<file path="config.mk">
export PLATFORM = sky130hd
export DESIGN_NAME = mem_port_arbiter_flat
export DESIGN_NICKNAME = d
export VERILOG_FILES = /design/src/rtl/mem_port_arbiter_if.sv /design/src/rtl/mem_port_arbiter.sv /design/src/flat_wrapper.sv
export SDC_FILE = /design/constraint.sdc
export NUM_CORES = 1
export LEC_CHECK = 0
export ABC_CLOCK_PERIOD_IN_PS = 2400
export BUFFER_PORTS_ARGS = -buffer_cell sky130_fd_sc_hd__clkbuf_2
export CORE_MARGIN = 2
export CORE_UTILIZATION = 40
export CTS_CLUSTER_SIZE = 14
export DETAILED_ROUTE_END_ITERATION = 12
export HOLD_SLACK_MARGIN = 0.1
export PLACE_DENSITY_LB_ADDON = 0.12
export SYNTH_ARGS = -nofsm -noshare
export SYNTH_HDL_FRONTEND = slang
export SYNTH_SLANG_ARGS = --single-unit
</file>
<file path="constraint.sdc">
create_clock -name clk -period 2.4 [get_ports clk]
set_clock_uncertainty 0.1 [all_clocks]
set_input_delay 0.12 -clock clk [delete_from_list [all_inputs] [get_ports clk]]
set_output_delay 0.12 -clock clk [all_outputs]
set_load 0.02 [all_outputs]
</file>
<file path="src/rtl/mem_port_arbiter_if.sv">
// Bus bundle between the pipeline's IF/MEM stages, the arbiter and the unified memory.
// The arbiter takes the slave view; the pipeline and memory together take the master view.
interface mem_port_arbiter_if;
    logic        i_req;
    logic [31:0] i_addr;
    logic        i_flush;
    logic [31:0] i_rdata;
    logic        i_ack;
    logic        d_req;
    logic        d_we;
    logic [31:0] d_addr;
    logic [31:0] d_wdata;
    logic [31:0] d_rdata;
    logic        d_ack;
    logic        m_req;
    logic        m_we;
    logic [31:0] m_addr;
    logic [31:0] m_wdata;
    logic [31:0] m_rdata;
    logic        m_ack;
    logic        stall_if;
    logic        stall_mem;
    logic        busy;

    modport slave (
        input  i_req, i_addr, i_flush, d_req, d_we, d_addr, d_wdata, m_rdata, m_ack,
        output i_rdata, i_ack, d_rdata, d_ack, m_req, m_we, m_addr, m_wdata,
        output stall_if, stall_mem, busy
    );

    modport master (
        output i_req, i_addr, i_flush, d_req, d_we, d_addr, d_wdata, m_rdata, m_ack,
        input  i_rdata, i_ack, d_rdata, d_ack, m_req, m_we, m_addr, m_wdata,
        input  stall_if, stall_mem, busy
    );
endinterface

</file>
<file path="src/rtl/mem_port_arbiter.sv">
// Shares one memory bus between instruction fetch and data access. Data wins by default;
// a starvation counter forces a fetch grant after STARVE_MAX data grants while fetch waits.
module mem_port_arbiter #(
    parameter int STARVE_MAX = 4
) (
    input logic               clk,
    input logic               reset_n,
    mem_port_arbiter_if.slave bus
);
    localparam logic [3:0] STARVE_LIMIT = 4'(STARVE_MAX);

    typedef enum logic [1:0] {
        IDLE   = 2'd0,
        I_WAIT = 2'd1,
        D_WAIT = 2'd2
    } state_t;

    state_t      state_r, state_nxt_s;
    logic [3:0]  starve_cnt_r, starve_cnt_nxt_s;
    logic        discard_r, discard_nxt_s;
    logic        grant_d_s, grant_i_s;
    logic        m_req_r, m_req_nxt_s;
    logic        m_we_r, m_we_nxt_s;
    logic [31:0] m_addr_r, m_addr_nxt_s;
    logic [31:0] m_wdata_r, m_wdata_nxt_s;
    logic        i_ack_r, i_ack_nxt_s;
    logic [31:0] i_rdata_r, i_rdata_nxt_s;
    logic        d_ack_r, d_ack_nxt_s;
    logic [31:0] d_rdata_r, d_rdata_nxt_s;

    // Grant decision, only meaningful while the bus is free
    always_comb begin
        grant_d_s = 1'b0;
        grant_i_s = 1'b0;
        if (state_r == IDLE) begin
            if (bus.d_req && ((starve_cnt_r < STARVE_LIMIT) || !bus.i_req)) begin
                grant_d_s = 1'b1;
            end else if (bus.i_req && !bus.i_flush) begin
                grant_i_s = 1'b1;
            end else begin
                grant_d_s = 1'b0;
                grant_i_s = 1'b0;
            end
        end else begin
            grant_d_s = 1'b0;
            grant_i_s = 1'b0;
        end
    end

    // Starvation counter: counts data grants that overtook a waiting fetch
    always_comb begin
        starve_cnt_nxt_s = starve_cnt_r;
        if (!bus.i_req) begin
            starve_cnt_nxt_s = 4'd0;
        end else if (grant_i_s) begin
            starve_cnt_nxt_s = 4'd0;
        end else if (grant_d_s && (starve_cnt_r < STARVE_LIMIT)) begin
            starve_cnt_nxt_s = starve_cnt_r + 4'd1;
        end else begin
            starve_cnt_nxt_s = starve_cnt_r;
        end
    end

    // FSM state register
    always_ff @(posedge clk) begin
        if (!reset_n) begin
            state_r <= IDLE;
        end else begin
            state_r <= state_nxt_s;
        end
    end

    // FSM next-state logic
    always_comb begin
        state_nxt_s = state_r;
        case (state_r)
            IDLE: begin
                if (grant_d_s) begin
                    state_nxt_s = D_WAIT;
                end else if (grant_i_s) begin
                    state_nxt_s = I_WAIT;
                end else begin
                    state_nxt_s = IDLE;
                end
            end
            I_WAIT, D_WAIT: begin
                if (bus.m_ack) begin
                    state_nxt_s = IDLE;
                end else begin
                    state_nxt_s = state_r;
                end
            end
            default: state_nxt_s = IDLE;
        endcase
    end

    // FSM output logic: next values of the registered bus and ack outputs
    always_comb begin
        m_req_nxt_s   = m_req_r;
        m_we_nxt_s    = m_we_r;
        m_addr_nxt_s  = m_addr_r;
        m_wdata_nxt_s = m_wdata_r;
        i_ack_nxt_s   = 1'b0;
        i_rdata_nxt_s = i_rdata_r;
        d_ack_nxt_s   = 1'b0;
        d_rdata_nxt_s = d_rdata_r;
        discard_nxt_s = discard_r;
        case (state_r)
            IDLE: begin
                discard_nxt_s = 1'b0;
                if (grant_d_s) begin
                    m_req_nxt_s   = 1'b1;
                    m_we_nxt_s    = bus.d_we;
                    m_addr_nxt_s  = bus.d_addr;
                    m_wdata_nxt_s = bus.d_wdata;
                end else if (grant_i_s) begin
                    m_req_nxt_s   = 1'b1;
                    m_we_nxt_s    = 1'b0;
                    m_addr_nxt_s  = bus.i_addr;
                    m_wdata_nxt_s = 32'd0;
                end else begin
                    m_req_nxt_s   = 1'b0;
                end
            end
            I_WAIT: begin
                // A flushed fetch still completes on the bus; only its ack is suppressed
                if (bus.m_ack) begin
                    m_req_nxt_s   = 1'b0;
                    i_ack_nxt_s   = ~(discard_r | bus.i_flush);
                    i_rdata_nxt_s = bus.m_rdata;
                    discard_nxt_s = 1'b0;
                end else if (bus.i_flush) begin
                    discard_nxt_s = 1'b1;
                end else begin
                    discard_nxt_s = discard_r;
                end
            end
            D_WAIT: begin
                if (bus.m_ack) begin
                    m_req_nxt_s   = 1'b0;
                    d_ack_nxt_s   = 1'b1;
                    d_rdata_nxt_s = m_we_r ? 32'd0 : bus.m_rdata;
                end else begin
                    m_req_nxt_s   = m_req_r;
                end
            end
            default: begin
                m_req_nxt_s = 1'b0;
            end
        endcase
    end

    // Registered outputs and bookkeeping state
    always_ff @(posedge clk) begin
        if (!reset_n) begin
            starve_cnt_r <= 4'd0;
            discard_r    <= 1'b0;
            m_req_r      <= 1'b0;
            m_we_r       <= 1'b0;
            m_addr_r     <= 32'd0;
            m_wdata_r    <= 32'd0;
            i_ack_r      <= 1'b0;
            i_rdata_r    <= 32'd0;
            d_ack_r      <= 1'b0;
            d_rdata_r    <= 32'd0;
        end else begin
            starve_cnt_r <= starve_cnt_nxt_s;
            discard_r    <= discard_nxt_s;
            m_req_r      <= m_req_nxt_s;
            m_we_r       <= m_we_nxt_s;
            m_addr_r     <= m_addr_nxt_s;
            m_wdata_r    <= m_wdata_nxt_s;
            i_ack_r      <= i_ack_nxt_s;
            i_rdata_r    <= i_rdata_nxt_s;
            d_ack_r      <= d_ack_nxt_s;
            d_rdata_r    <= d_rdata_nxt_s;
        end
    end

    assign bus.m_req     = m_req_r;
    assign bus.m_we      = m_we_r;
    assign bus.m_addr    = m_addr_r;
    assign bus.m_wdata   = m_wdata_r;
    assign bus.i_ack     = i_ack_r;
    assign bus.i_rdata   = i_rdata_r;
    assign bus.d_ack     = d_ack_r;
    assign bus.d_rdata   = d_rdata_r;
    assign bus.stall_if  = bus.i_req & ~i_ack_r;
    assign bus.stall_mem = bus.d_req & ~d_ack_r;
    assign bus.busy      = (state_r != IDLE);
endmodule

</file>
<file path="src/flat_wrapper.sv">
// flat-port wrapper written by rule: the top's interface ports become plain ports
module mem_port_arbiter_flat 
#(
    parameter int STARVE_MAX = 4
)
  (clk, reset_n, bus_i_req, bus_i_addr, bus_i_flush, bus_d_req, bus_d_we, bus_d_addr, bus_d_wdata, bus_m_rdata, bus_m_ack, bus_i_rdata, bus_i_ack, bus_d_rdata, bus_d_ack, bus_m_req, bus_m_we, bus_m_addr, bus_m_wdata, bus_stall_if, bus_stall_mem, bus_busy);
  mem_port_arbiter_if bus_i ();
  input logic clk;
  input logic reset_n;
  input wire logic [$bits(bus_i.i_req)-1:0] bus_i_req;
  input wire logic [$bits(bus_i.i_addr)-1:0] bus_i_addr;
  input wire logic [$bits(bus_i.i_flush)-1:0] bus_i_flush;
  input wire logic [$bits(bus_i.d_req)-1:0] bus_d_req;
  input wire logic [$bits(bus_i.d_we)-1:0] bus_d_we;
  input wire logic [$bits(bus_i.d_addr)-1:0] bus_d_addr;
  input wire logic [$bits(bus_i.d_wdata)-1:0] bus_d_wdata;
  input wire logic [$bits(bus_i.m_rdata)-1:0] bus_m_rdata;
  input wire logic [$bits(bus_i.m_ack)-1:0] bus_m_ack;
  output wire logic [$bits(bus_i.i_rdata)-1:0] bus_i_rdata;
  output wire logic [$bits(bus_i.i_ack)-1:0] bus_i_ack;
  output wire logic [$bits(bus_i.d_rdata)-1:0] bus_d_rdata;
  output wire logic [$bits(bus_i.d_ack)-1:0] bus_d_ack;
  output wire logic [$bits(bus_i.m_req)-1:0] bus_m_req;
  output wire logic [$bits(bus_i.m_we)-1:0] bus_m_we;
  output wire logic [$bits(bus_i.m_addr)-1:0] bus_m_addr;
  output wire logic [$bits(bus_i.m_wdata)-1:0] bus_m_wdata;
  output wire logic [$bits(bus_i.stall_if)-1:0] bus_stall_if;
  output wire logic [$bits(bus_i.stall_mem)-1:0] bus_stall_mem;
  output wire logic [$bits(bus_i.busy)-1:0] bus_busy;
  assign bus_i.i_req = bus_i_req;
  assign bus_i.i_addr = bus_i_addr;
  assign bus_i.i_flush = bus_i_flush;
  assign bus_i.d_req = bus_d_req;
  assign bus_i.d_we = bus_d_we;
  assign bus_i.d_addr = bus_d_addr;
  assign bus_i.d_wdata = bus_d_wdata;
  assign bus_i.m_rdata = bus_m_rdata;
  assign bus_i.m_ack = bus_m_ack;
  assign bus_i_rdata = bus_i.i_rdata;
  assign bus_i_ack = bus_i.i_ack;
  assign bus_d_rdata = bus_i.d_rdata;
  assign bus_d_ack = bus_i.d_ack;
  assign bus_m_req = bus_i.m_req;
  assign bus_m_we = bus_i.m_we;
  assign bus_m_addr = bus_i.m_addr;
  assign bus_m_wdata = bus_i.m_wdata;
  assign bus_stall_if = bus_i.stall_if;
  assign bus_stall_mem = bus_i.stall_mem;
  assign bus_busy = bus_i.busy;
  mem_port_arbiter #(.STARVE_MAX(STARVE_MAX)) u_core (.clk(clk), .reset_n(reset_n), .bus(bus_i));
endmodule
</file>
==> impl_metrics.py, run 1 <==
metrics = {
    "logic_synthesis": {
        "syn_nets": 741,
        "post_synth.cell_area_avg_um2": 9.21,
        "yosys_warnings": 0,
        "synth_edf_count": 0,
        "synthArstFlopShare_pct": 0,
        "ys_types": 34,
        "syn-cell-area_mm2": 0.00555,
        "synth-seq-cells": 139,
        "yosysSeqAreaShare_pct": 50.2,
        "synthFlopType": "dfxtp_1",
        "synthCells": 602,
    },
    "global_routing": {
        "antenna_found_initial": 0,
        "grt_start_max_net_pins": 75,
        "grt.overflow.total": 0,
        "grt_pass1_wl_mm": 28.4,
        "grt_use_total_pct": 24.1,
        "grt_pass1_vias": 5897,
    },
    "die": {
        "die_height_um": 122,
        "die_area_mm2": 0.0148,
        "rows": 43,
        "pin_count": 270,
        "core_mm2": 0.0137,
        "start_util_pct": 40.4,
        "dieWidth_um": 122,
    },
    "sta": {
        "setup_viol": 0,
        "slew_headroom_pct": 57.7,
        "setup_slack_ps": 367,
        "period_share_pct": 84.7,
        "drv_slew": 0,
        "grt_setup_unrepaired": "no",
        "fmax_mhz": 492,
        "final.min_clock_period_ps": 2030,
        "hold_violations": 0,
        "worst_pin_slew_ps": 635,
        "setup_tns_ps": 0,
    },
    "detailed_routing": {
        "wire_per_inst_um": 15.6,
        "vias": 6047,
        "post-route-drc-count": 0,
        "antenna_left": 0,
        "drt_iter0_markers": 489,
        "vias_per_cell": 5.16,
        "totalWireLength_mm": 18.3,
        "drtPass1Iterations": 5,
    },
    "layout": {
        "nNetsFinal": 1118,
        "drive_gt1_share_pct": 32.7,
        "post-route-util_pct": 64.8,
        "syn_to_final_growth_pct": 60.3,
        "fillers": 1132,
        "multi_input_area_mm2": 0.00242,
        "diodes": 0,
        "ff_latch_area_mm2": 0.00278,
    },
    "setup_path": {
        "critPathKind": "reg -> reg",
        "arrival_ps": 2200,
        "reg2reg_from": "u_core.state_r[0]",
        "crit_path_end_kind": "flip-flop",
        "r2r_slack_ps": 370,
        "reg2reg_depth": 6,
        "worst-path-max-fanout": 20,
        "cp_data_required_time_ps": 2560,
        "regToRegEndpoint": "u_core.bus.m_addr[16]",
        "crit_path_start_kind": "flip-flop",
    },
    "job": {
        "cap_viol_max_count": 0,
    },
    "power": {
        "cellPowerDensity_mw_per_mm2": 681,
        "p_leak_nw": 3.93,
        "ir_drop_uv": 465,
    },
    "clocking": {
        "cts_setup_buffers": 0,
        "numCtsBuffers": 17,
        "cts_root_buffer": "clkbuf_16",
        "clk_pin_slew_ps": 60,
        "cts_num_sinks": 139,
        "cts_tree": "yes",
        "clkLatencyLatePin_ps": 410,
        "clock_tree.buffer_depth": 2,
        "h-tree-depth": 4,
    },
    "worst_hold_path": {
        "min_path_cells": 4,
        "hold_path_end": "u_core.starve_cnt_r[3]",
        "min-delay-start": "bus_d_req",
        "hold_path.class": "in -> reg",
    },
    "placed_design": {
        "io_buffers": 269,
        "place_hpwl_mm": 11.3,
        "dp_slack_ps": 491,
        "globalplace.congestion": 0.769,
    },
    "run_status": {
        "status": "complete, no violations",
    },
}
==> placed cells by master (no fill, tap or decap), drive strengths merged, types with 2 or more instances in the layout <==
cell type,netlist,routed
dfxtp,139,139
clkbuf,19,290
and2,2,2
nand3,34,34
bufinv,0,2
a31oi,33,33
nor2b,5,5
a22o,32,32
o211ai,34,34
nor2,6,6
ha,4,4
o21ai,3,3
o21a,2,2
clkinvlp,0,3
inv,4,4
clkinv,0,5
buf,41,17
nand2,133,133
o31ai,32,32
dlygate4sd3,0,133
a21boi,68,68
==> where the power goes <==
| part | internal (mW) | total, mW | switching [mW] |
|---|---|---|---|
| combinational | 0.441 | 0.955 | 0.515 |
| clock | 1.64 | 2.61 | 0.971 |
| sequential | 2.43 | 2.49 | 0.0660 |
==> state kept, by name, indices dropped and copies added, names as in the netlist <==
name and flops:
u_core.bus.d_rdata 32, u_core.bus.i_rdata 32, u_core.bus.m_addr 32, u_core.bus.m_wdata 32, u_core.starve_cnt_r 4, u_core.state_r 2
u_core.bus.d_ack 1, u_core.bus.i_ack 1, u_core.bus.m_req 1, u_core.bus.m_we 1, u_core.discard_r 1
==> worst max-delay path, cell delays in order (launching register included) <==
cell and delay, ps:
dfxtp_1 320, inv_1 100, ha_1 310, nand2_2 340, buf_12 280, o31ai_1 340, a31oi_1 110
==> cells by family after synthesis <==
logic type / after synthesis / synth area share (%)
AOI/OAI and AO/OA: 205 / 27.7
and+or+nand+nor: 188 / 14.5
DFF: 139 / 50.2
buffers and inverters: 64 / 6.41
adders and majority gates: 4 / 0.903
xor gates and xnor gates: 1 / 0.158
muxes: 1 / 0.181
==> layout make-up <==
class / instances / area share [%]
Timing Repair Buffer: 418 / 32.0
Sequential cell: 139 / 31.3
Multi-Input combinational cell: 399 / 27.2
Clock buffer: 22 / 5.45
Tap cell: 180 / 2.53
Clock inverter: 10 / 1.30
Inverter: 4 / 0.169
==> metrics by stage <==
| step | area [um^2] | hold WS [ps] | total power [mW] | std cells |
|---|---|---|---|---|
| 6_report | 8890 | 189 | 6.05 | 1172 |
| 5_1_grt | 8890 | 238 | 6.29 | 1172 |
| 4_1_cts | 8890 | 178 | 6.10 | 1172 |
| 3_5_place_dp | 6960 | 242 | 3.30 | 1007 |
| 3_3_place_gp | 6960 | 243 | 3.29 | 1007 |
| 2_1_floorplan | 5550 | 97.3 | 2.98 | 602 |
==> synth_stat cells, drive strengths merged (2+ instances only) <==
| cell type | instances | share of area (%) |
|---|---|---|
| dfxtp | 139 | 50 |
| nand2 | 133 | 9.0 |
| a21boi | 68 | 9.2 |
| buf | 41 | 4.8 |
| nand3 | 34 | 3.1 |
| o211ai | 34 | 4.7 |
| a31oi | 33 | 3.7 |
| a22o | 32 | 5.1 |
| o31ai | 32 | 4.3 |
| clkbuf | 19 | 1.4 |
| nor2 | 6 | 0.41 |
| nor2b | 5 | 0.56 |
| ha | 4 | 0.90 |
| inv | 4 | 0.27 |
| o21ai | 3 | 0.34 |
| and2 | 2 | 0.23 |
| o21a | 2 | 0.27 |
==> worst max path at each step <==
stage | startpoint | to | slack [ps] | cells past startpoint
global route | u_core.state_r[0] | u_core.bus.m_addr[16] | 260 | 6
CTS | u_core.state_r[0] | u_core.bus.m_addr[5] | 460 | 6
global placement | u_core.state_r[0] | u_core.bus.m_addr[4] | 600 | 6
floorplan | u_core.state_r[0] | u_core.bus.m_addr[10] | 880 | 7
finish | u_core.state_r[0] | u_core.bus.m_addr[16] | 370 | 6
detailed placement | u_core.state_r[0] | u_core.bus.m_addr[0] | 490 | 6
==> per-layer routing <==
metal,global-route usage [%],wire [um],vias to the layer above
met5,0,0,-
met4,11.9,603,0
met3,6.79,1350,56
met2,41.1,9030,313
met1,27.6,7350,2766
li1,-,-,2912
==> repair_timing <==
item | 4_1_cts | 5_1_grt
resized for setup | 0 | 0
endpoints found under the hold margin | 139 | 0
hold buffers | 133 | 0
No activity file was read; power rests on OpenSTA's default activity.
==> run 2: changes to the inputs <==
--- a/config.mk
+++ b/config.mk
@@ -5,7 +5,8 @@
 export SDC_FILE = /design/constraint.sdc
 export NUM_CORES = 1
 export LEC_CHECK = 0
-export ABC_CLOCK_PERIOD_IN_PS = 2400
+export ABC_AREA = 1
+export ABC_CLOCK_PERIOD_IN_PS = 1900
 export BUFFER_PORTS_ARGS = -buffer_cell sky130_fd_sc_hd__clkbuf_2
 export CORE_MARGIN = 2
 export CORE_UTILIZATION = 40
==> constraint.sdc (replaced) <==
create_clock -name clk -period 1.9 [get_ports clk]
set_clock_uncertainty 0.1 [all_clocks]
set_input_delay 0.095 -clock clk [delete_from_list [all_inputs] [get_ports clk]]
set_output_delay 0.095 -clock clk [all_outputs]
set_load 0.02 [all_outputs]
==> run 2 against run 1 <==
  * Via count grew 11%
  * Largest cell class unchanged
  * Die area grew 4.5%
  * Power grew 38%
  * Critical path depth is the same
  * Critical path type unchanged
  * Combinational power grew 85%
  * Non-clock buffer count grew 10
==> impl_metrics.py, run 2 <==
metrics = {
    "placed_design": {
        "place_hpwl_mm": 12.0,
        "dp_slack_ps": 76.9,
        "dp.cells": 1248,
        "globalplace.congestion": 0.776,
        "io_buffers": 269,
    },
    "sta": {
        "period_share_pct": 94.6,
        "drv_slew": 0,
        "fmax_mhz": 557,
        "worst_pin_slew_ps": 741,
        "setup_viol": 0,
        "slew_headroom_pct": 50.6,
        "final.min_clock_period_ps": 1800,
        "hold_violations": 0,
        "setup_slack_ps": 103,
    },
    "power": {
        "cellPowerDensity_mw_per_mm2": 900,
        "p_leak_nw": 4.66,
        "p_total_mw": 8.38,
        "ir_drop_uv": 601,
    },
    "detailed_routing": {
        "route.met2.wl_mm": 9.21,
        "vias_per_cell": 4.75,
        "m1WireLength_mm": 8.39,
        "wl_met3_mm": 1.25,
        "drt_iter0_markers": 413,
        "wire_per_inst_um": 13.6,
        "totalWireLength_mm": 19.2,
        "vias": 6716,
        "maxUsedRoutingLayer": "met4",
        "antenna_left": 0,
        "drtPass1Iterations": 5,
        "post-route-drc-count": 0,
    },
    "clocking": {
        "cts_tree": "yes",
        "clock_tree.buffer_depth": 2,
        "h-tree-depth": 4,
        "cts_num_sinks": 139,
        "cts_setup_buffers": 0,
        "clkLatencyLatePin_ps": 420,
        "numCtsBuffers": 17,
        "cts_root_buffer": "clkbuf_16",
        "clk_pin_slew_ps": 60,
    },
    "logic_synthesis": {
        "syn-cell-area_mm2": 0.00580,
        "yosys_warnings": 0,
        "yosysSeqAreaShare_pct": 47.9,
        "synth.top_cells.by_count": "nor2_1, dfxtp_1, nand2_1",
        "synth_most_common_cell": "nor2_1",
        "synth_top_area_share_pct": 47.9,
        "synth-seq-cells": 139,
        "post_synth.cell_area_avg_um2": 6.98,
        "ys_types": 22,
        "synthCells": 831,
        "synth_edf_count": 0,
        "synthArstFlopShare_pct": 0,
        "synthFlopType": "dfxtp_1",
        "synthTopCellsByArea": "dfxtp_1, nor2_1, nand3_1, nand2_1, inv_1",
        "synth_area_leader_cell": "dfxtp_1",
        "syn_nets": 970,
    },
    "die": {
        "pin_count": 270,
        "start_util_pct": 40.4,
        "core_mm2": 0.0144,
        "dieWidth_um": 124,
        "die_area_mm2": 0.0155,
        "rows": 44,
        "die_height_um": 124,
    },
    "setup_path": {
        "arrival_ps": 2050,
        "slowest_stage": "dlygate4sd3_1",
        "worst-path-max-fanout": 14,
        "cp_data_required_time_ps": 2150,
        "reg2reg_depth": 6,
        "crit_path_start_kind": "flip-flop",
        "slowest_delay_ps": 570,
        "cp_cell_sequence": "inv_1 > ha_2 > buf_6 > nand3_1 > dlygate4sd3_1 > a21oi_1",
        "crit_path_end_kind": "flip-flop",
        "critPathKind": "reg -> reg",
    },
    "layout": {
        "layout_common_cells": "clkbuf_2, nor2_1, dfxtp_1",
        "syn_to_final_growth_pct": 60.4,
        "post-route-util_pct": 64.8,
        "nNetsFinal": 1357,
        "drive_gt1_share_pct": 26.8,
        "diodes": 0,
        "final_common_cell": "clkbuf_2",
        "layout.cells.non_filler": 1415,
    },
    "global_routing": {
        "grt_pass1_wl_mm": 31.5,
        "grt_use_total_pct": 24.7,
        "grt.overflow.total": 0,
        "antenna_found_initial": 0,
        "grt_pass1_vias": 6399,
        "grt_start_max_net_pins": 69,
    },
    "worst_hold_path": {
        "hold_path.class": "reg -> reg",
        "min_path_cells": 1,
    },
    "job": {
        "cap_viol_max_count": 0,
    },
    "run_status": {
        "status": "complete, no violations",
    },
}
## run 2: cell types whose count changed after synthesis, moves of 33 or more
| cell | previous run | this run |
|---|---|---|
| a21boi_0 | 36 | 0 |
| a21oi_1 | 1 | 39 |
| a31oi_1 | 33 | 0 |
| inv_1 | 4 | 76 |
| nand3_1 | 34 | 103 |
| nand4_1 | 0 | 33 |
| nor2_1 | 6 | 197 |
| o21ai_0 | 2 | 35 |
## run 2: worst max-delay path, delay by kind of cell, from the launching register on
family	cells	cell delay, ps
AO/OA/AOI/OAI	1	120
adder cells (fa/ha/maj)	1	230
buffers and inverters	3	830
flip-flops	1	320
AND/OR/NAND/NOR	1	120
## run 2: cell type report
type / count / area, um^2
flip-flops and latches: 139 / 2780
repair buffers: 428 / 2930
inverters: 78 / 293
fillers: 1268 / 5060
multi-input cells: 554 / 2460
well taps: 184 / 230
clock inverters: 4 / 76.3
clock buffers: 28 / 537
## run 2: logic make-up (layout without fill, tap and decap cells)
family | count (synthesis) | in the layout | synth area share (%)
compound gates | 76 | 76 | 6.79
fa+ha+maj | 4 | 4 | 0.862
buf+inv | 138 | 538 | 9.85
flops | 139 | 139 | 47.9
simple gates | 474 | 474 | 34.6
## run 2: per-layer routing
layer | global-route usage (%) | vias up
li1 | - | 3402
met4 | 9.72 | 0
met5 | 0 | -
met1 | 30.7 | 3033
met2 | 41.0 | 250
met3 | 6.31 | 31
## run 2: power breakdown
| group | switching (mW) | internal (mW) |
|---|---|---|
| clock network | 1.20 | 2.18 |
| logic | 1.05 | 0.719 |
| registers | 0.106 | 3.12 |
## run 2: per-stage QoR
stage	hold WS, ps	TNS [ps]	instance area (um^2)
after floorplan	73.7	0	5800
after global placement	232	0	7330
after detailed placement	232	0	7330
after CTS	327	0	9300
after global routing	367	-4.37	9310
final	339	0	9310
## run 2: worst paths after layout
path                                         from                 to  slack (ps)
worst max-delay path            u_core.state_r[1]  u_core.state_r[0]         100
worst min-delay path             u_core.discard_r   u_core.bus.i_ack         340
worst max register to register  u_core.state_r[1]  u_core.state_r[0]         100
worst min register to register   u_core.discard_r   u_core.bus.i_ack         340
## run 2: repair_timing
| item | in CTS | in global routing |
|---|---|---|
| setup endpoints to repair | 0 | 16 |
| resized for setup | 0 | 3 |
| endpoints found under the hold margin | 139 | 0 |
| hold buffers | 135 | 0 |
